`src/rtl/imem_loader_if.sv`:
```
// Byte-stream and instruction-memory write bundle for imem_loader.
// The slave modport is the loader. The master modport is the host link plus the memory side.
interface imem_loader_if #(
  parameter int INS_ADDRESS = 9,
  parameter int INS_W       = 32
);
  logic                   start;
  logic                   byte_valid;
  logic [7:0]             byte_data;
  logic                   byte_ready;
  logic                   we;
  logic [INS_ADDRESS-1:0] wa;
  logic [INS_W-1:0]       wd;
  logic                   cpu_hold;
  logic                   busy;
  logic                   done;
  logic                   err;

  modport slave (
    input  start, byte_valid, byte_data,
    output byte_ready, we, wa, wd, cpu_hold, busy, done, err
  );

  modport master (
    output start, byte_valid, byte_data,
    input  byte_ready, we, wa, wd, cpu_hold, busy, done, err
  );
endinterface

```
`src/rtl/imem_loader.sv`:
```
// Boot loader for the instruction memory. It takes a length-prefixed, XOR-checksummed byte
// stream, packs bytes into little-endian words and writes them from address 0 upward.
module imem_loader #(
  parameter int INS_ADDRESS = 9,
  parameter int INS_W       = 32
) (
  input  logic          clk,
  input  logic          rst_n,
  imem_loader_if.slave  bus
);
  localparam int          AW    = INS_ADDRESS - 2;
  localparam int          DEPTH = 2 ** AW;
  localparam logic [15:0] DEPTH_W = 16'(DEPTH);

  typedef enum logic [2:0] {
    IDLE, LEN0, LEN1, DATA, CSUM, DONE, ERR
  } state_t;

  state_t                 state, state_nx;
  logic [7:0]             len_lo;
  logic [15:0]            n_words;
  logic [AW-1:0]          word_idx;
  logic [1:0]             byte_idx;
  logic [7:0]             csum;
  logic [23:0]            word_buf;
  logic                   we_r;
  logic [INS_ADDRESS-1:0] wa_r;
  logic [INS_W-1:0]       wd_r;

  logic        active;
  logic        accept;
  logic        start_ok;
  logic [15:0] len_nx;
  logic        last_word;

  assign active    = (state == LEN0) || (state == LEN1) || (state == DATA) || (state == CSUM);
  assign accept    = bus.byte_valid && active;
  assign start_ok  = bus.start && !active;
  assign len_nx    = {bus.byte_data, len_lo};
  assign last_word = ({{(16-AW){1'b0}}, word_idx} == (n_words - 16'd1));

  always_ff @(posedge clk or negedge rst_n) begin
    if (!rst_n) state <= IDLE;
    else        state <= state_nx;
  end

  always_comb begin
    state_nx = state;
    case (state)
      IDLE, DONE, ERR: if (start_ok) state_nx = LEN0;
      LEN0: if (accept) state_nx = LEN1;
      LEN1: if (accept) begin
        if (len_nx == 16'd0 || len_nx > DEPTH_W) state_nx = ERR;
        else                                     state_nx = DATA;
      end
      DATA: if (accept && byte_idx == 2'd3 && last_word) state_nx = CSUM;
      CSUM: if (accept) state_nx = (bus.byte_data == csum) ? DONE : ERR;
      default: state_nx = IDLE;
    endcase
  end

  // Datapath: the lane-3 byte completes the word, and the write issues on the following cycle.
  always_ff @(posedge clk or negedge rst_n) begin
    if (!rst_n) begin
      len_lo   <= '0;
      n_words  <= '0;
      word_idx <= '0;
      byte_idx <= '0;
      csum     <= '0;
      word_buf <= '0;
      we_r     <= 1'b0;
      wa_r     <= '0;
      wd_r     <= '0;
    end else begin
      we_r <= 1'b0;
      if (start_ok) begin
        word_idx <= '0;
        byte_idx <= '0;
        csum     <= '0;
      end
      if (accept) begin
        case (state)
          LEN0: len_lo  <= bus.byte_data;
          LEN1: n_words <= len_nx;
          DATA: begin
            csum     <= csum ^ bus.byte_data;
            byte_idx <= byte_idx + 2'd1;
            case (byte_idx)
              2'd0: word_buf[7:0]   <= bus.byte_data;
              2'd1: word_buf[15:8]  <= bus.byte_data;
              2'd2: word_buf[23:16] <= bus.byte_data;
              default: begin
                wd_r     <= INS_W'({bus.byte_data, word_buf});
                wa_r     <= {word_idx, 2'b00};
                we_r     <= 1'b1;
                word_idx <= word_idx + 1'b1;
              end
            endcase
          end
          default: ;
        endcase
      end
    end
  end

  assign bus.byte_ready = active;
  assign bus.busy       = active;
  assign bus.cpu_hold   = active || (state == ERR);
  assign bus.done       = (state == DONE);
  assign bus.err        = (state == ERR);
  assign bus.we         = we_r;
  assign bus.wa         = wa_r;
  assign bus.wd         = wd_r;
endmodule

```
`src/flat_wrapper.sv`:
```
// flat-port wrapper written by rule: the top's interface ports become plain ports
module imem_loader_flat 
#(
  parameter int INS_ADDRESS = 9,
  parameter int INS_W       = 32
)
  (clk, rst_n, bus_start, bus_byte_valid, bus_byte_data, bus_byte_ready, bus_we, bus_wa, bus_wd, bus_cpu_hold, bus_busy, bus_done, bus_err);
  imem_loader_if #(.INS_ADDRESS(INS_ADDRESS), .INS_W(INS_W)) bus_i ();
  input  logic clk;
  input  logic rst_n;
  input wire logic [$bits(bus_i.start)-1:0] bus_start;
  input wire logic [$bits(bus_i.byte_valid)-1:0] bus_byte_valid;
  input wire logic [$bits(bus_i.byte_data)-1:0] bus_byte_data;
  output wire logic [$bits(bus_i.byte_ready)-1:0] bus_byte_ready;
  output wire logic [$bits(bus_i.we)-1:0] bus_we;
  output wire logic [$bits(bus_i.wa)-1:0] bus_wa;
  output wire logic [$bits(bus_i.wd)-1:0] bus_wd;
  output wire logic [$bits(bus_i.cpu_hold)-1:0] bus_cpu_hold;
  output wire logic [$bits(bus_i.busy)-1:0] bus_busy;
  output wire logic [$bits(bus_i.done)-1:0] bus_done;
  output wire logic [$bits(bus_i.err)-1:0] bus_err;
  assign bus_i.start = bus_start;
  assign bus_i.byte_valid = bus_byte_valid;
  assign bus_i.byte_data = bus_byte_data;
  assign bus_byte_ready = bus_i.byte_ready;
  assign bus_we = bus_i.we;
  assign bus_wa = bus_i.wa;
  assign bus_wd = bus_i.wd;
  assign bus_cpu_hold = bus_i.cpu_hold;
  assign bus_busy = bus_i.busy;
  assign bus_done = bus_i.done;
  assign bus_err = bus_i.err;
  imem_loader #(.INS_ADDRESS(INS_ADDRESS), .INS_W(INS_W)) u_core (.clk(clk), .rst_n(rst_n), .bus(bus_i));
endmodule
```
`config.mk`:
```
export PLATFORM = sky130hd
export DESIGN_NAME = imem_loader_flat
export DESIGN_NICKNAME = d
export VERILOG_FILES = /design/src/rtl/imem_loader_if.sv /design/src/rtl/imem_loader.sv /design/src/flat_wrapper.sv
export SDC_FILE = /design/constraint.sdc
export NUM_CORES = 1
export LEC_CHECK = 0
export CORE_AREA = 2 2 114 116
export CTS_CLUSTER_SIZE = 16
export DETAILED_ROUTE_END_ITERATION = 12
export DIE_AREA = 0 0 116 118
export PLACE_DENSITY = 0.67
export SLEW_MARGIN = 20
export SYNTH_ARGS = -nofsm -noshare
export SYNTH_HDL_FRONTEND = slang
export SYNTH_SLANG_ARGS = --single-unit
```
`constraint.sdc`:
```
create_clock -name clk -period 4.4 [get_ports clk]
set_input_delay 0.88 -clock clk [delete_from_list [all_inputs] [get_ports clk]]
set_output_delay 0.88 -clock clk [all_outputs]
set_load 0.02 [all_outputs]
```
==> results_dict.tcl <==
set metrics [dict create \
    status "finished clean" \
    synth_area_um2 4910 \
    peakVddDrop_uv 262 \
    fp-row-count 41 \
    slowest_stage "xnor2_1" \
    first_global_vias 3356 \
    slew_headroom 0.280 \
    cts_setup_buffers 0 \
    area_growth_pct 20.3 \
    io_buffers 56 \
    hold_path_class "reg -> reg" \
    gp_congestion 0.820 \
    clock-sinks 108 \
    clk_pin_slew_ns 0.08 \
    avgSynthCellArea_um2 10.4 \
    antenna_found_initial 0 \
    rsz0062_at_grt "no" \
    synth-edff-count 0 \
    ant_nets 0 \
    synth_area_leaders "dfrtp_1 55%, nand2_1 11%, mux2_2 11%" \
    wl_per_cell_um 15.4 \
    cellPowerDensity_nw_per_um2 633 \
    cpPeakStageDelay_ns 0.85 \
    die_h_um 118 \
    viasPerCell 4.98 \
    clockBufferDepth 2 \
    grt.overflow.total 0 \
    async_flop_share 1.00 \
    synthFlopType "dfrtp_1" \
    critPathTopFamily "XOR/XNOR gates" \
    cp_num_buf_inv 2 \
    period_needed_ns 3.61 \
    leakage_nw 2.75 \
    synth_top_area_cell "dfrtp_1" \
    num_vias 3475 \
    finalSetupTns_ns 0 \
    period_share 0.821 \
    final-seq-area_um2 2700 \
    synthCells 474 \
    clock_latency_ns 0.36 \
    wl_um 10700 \
    setup_viol 0 \
    cp.required_ns 3.52 \
    cts_tree "done" \
    finalHoldViolations 0 \
    die_w_um 116 \
    drtIter0Drc 171 \
    yosysTopAreaCellShare 0.550 \
    diodes 0 \
    start_util 0.396 \
    final_cell_mix "140 x nand2_1, 108 x dfrtp_1, 55 x clkdlybuf4s50_1" \
    arrival_ns 2.73 \
    cts_hold_buf 0 \
    max_clock_freq_mhz 277 \
    ctsResizeCount 0 \
    fill_cells 1184 \
    dpl.hpwl_um 7170 \
    fin_util 0.476 \
    fin_skew_ns 0.00924 \
    tightest_slew_ns 1.07 \
    crit_chain "nor2_1, xnor2_1, inv_1, clkdlybuf4s50_1" \
    final_layout_size_suffix_gt1_frac 0.158 \
    cts_made_buffers 9 \
    synth_warnings 0 \
    multi_input_area_um2 2050 \
    grt_max_degree 53 \
    core_um2 12400 \
    drcViolationCount 0 \
    r2r_setup_slack_ns 1.76 \
    ys_seq_area_frac 0.550 \
    drv_cap 0 \
    critPathCaptureType "primary output" \
    mostFrequentLayoutCell "nand2_1" \
    grt_pass1_wl_um 17500 \
    cp-start-kind "flip-flop" \
    die_area_um2 13700 \
    ys_ff_latch 108 \
    crit_type "reg -> out" \
    ios 59 \
    grt_util_all_layers 0.166 \
    final-max-slew-violation-count 0 \
    cp_max_fo 17 \
    dr.pass1.iters 4 \
    ys_types 50 \
    finalNetCount 540 \
    root_buffer "clkbuf_16" \
    cts_htree_levels 3 \
    hold_ws_ns 0.462 \
]
-- path summary, 6_finish.rpt --
check                                               start                        endpoint  cells after the start
hold / removal             u_core.word_buf[7]$_DFFE_PN0P_    u_core.bus.wd[7]$_DFFE_PN0P_                      2
min in group asynchronous                           rst_n    u_core.bus.wd[8]$_DFFE_PN0P_                      1
max in group asynchronous                           rst_n  u_core.n_words[13]$_DFFE_PN0P_                      2
setup reg to reg              u_core.state[0]$_DFFE_PN0P_    u_core.byte_idx[0]$_DFF_PN0_                      5
setup / recovery              u_core.state[0]$_DFFE_PN0P_                        bus_busy                      4
hold reg to reg            u_core.word_buf[7]$_DFFE_PN0P_    u_core.bus.wd[7]$_DFFE_PN0P_                      2
-- worst reg2reg max path: cells and delay by family, from the launching register on --
family,cells,cell delay [ns]
XOR/XNOR,1,0.85
flip-flops,1,0.63
multiplexers,1,0.27
AND/OR/NAND/NOR,3,0.78
-- per-stage QoR --
stage	worst slack (ns)	instances	total power, mW	cell area (µm²)
CTS	0.750	698	3.77	5910
floorplan	1.96	475	2.53	4920
detailed placement	1.15	682	2.99	5630
global placement	1.22	682	2.94	5630
global route	0.575	698	3.98	5910
finish	0.787	698	3.74	5910
-- state kept, by name, indices dropped and copies added, names as in the netlist --
signal,count
u_core.n_words,16
u_core.word_buf,24
u_core.byte_idx,2
u_core.len_lo,8
u_core.csum,8
u_core.bus.wd,32
u_core.word_idx,7
u_core.bus.we,1
u_core.bus.wa,7
u_core.state,3
-- layout make-up --
cell class | count | area share
Clock buffer | 9 | 0.0381
Timing Repair Buffer | 66 | 0.107
Sequential cell | 108 | 0.457
Inverter | 8 | 0.00508
Multi-Input combinational cell | 328 | 0.347
Clock inverter | 7 | 0.00952
Tap cell | 172 | 0.0364
-- Yosys cell counts, types with 2 or more instances --
cell type,n
nand2_1,140
dfrtp_1,108
mux2_2,46
clkbuf_1,24
xor2_1,23
nor2_1,19
o21ai_0,16
ha_1,7
inv_1,7
a21oi_1,6
nand4_1,6
xnor2_1,6
nand3_1,5
nor3_1,5
nor4_1,5
a31oi_1,4
buf_2,3
buf_4,3
nor2b_1,3
nor3b_1,3
and3_1,2
mux2i_1,2
nand2b_1,2
o31ai_1,2
or4_1,2
-- power by group --
| part | switching [mW] | leakage [nW] | internal (mW) |
|---|---|---|---|
| clock network | 0.383 | 0.137 | 0.392 |
| logic | 0.657 | 1.21 | 0.658 |
| registers | 0.304 | 1.40 | 1.35 |
-- cell families (layout without fill, tap and decap cells) --
family,count (synthesis),in the layout,synth area share
simple gates,202,202,0.183
flops,108,108,0.550
mux,48,48,0.109
compound gates,39,39,0.0512
buf+inv,39,90,0.0344
xor+xnor,29,29,0.0517
fa+ha+maj,8,8,0.0199
other cells,1,2,0.000763
-- per-layer routing --
layer	wire (µm)	share of wire	global-route usage	vias up
met3	396	0.037	0.0237	11
li1	-	-	-	1664
met1	4970	0.46	0.230	1743
met2	5150	0.48	0.263	57
met4	203	0.019	0.0670	0
met5	0	0	0	-
No activity file was read; power rests on OpenSTA's default activity.
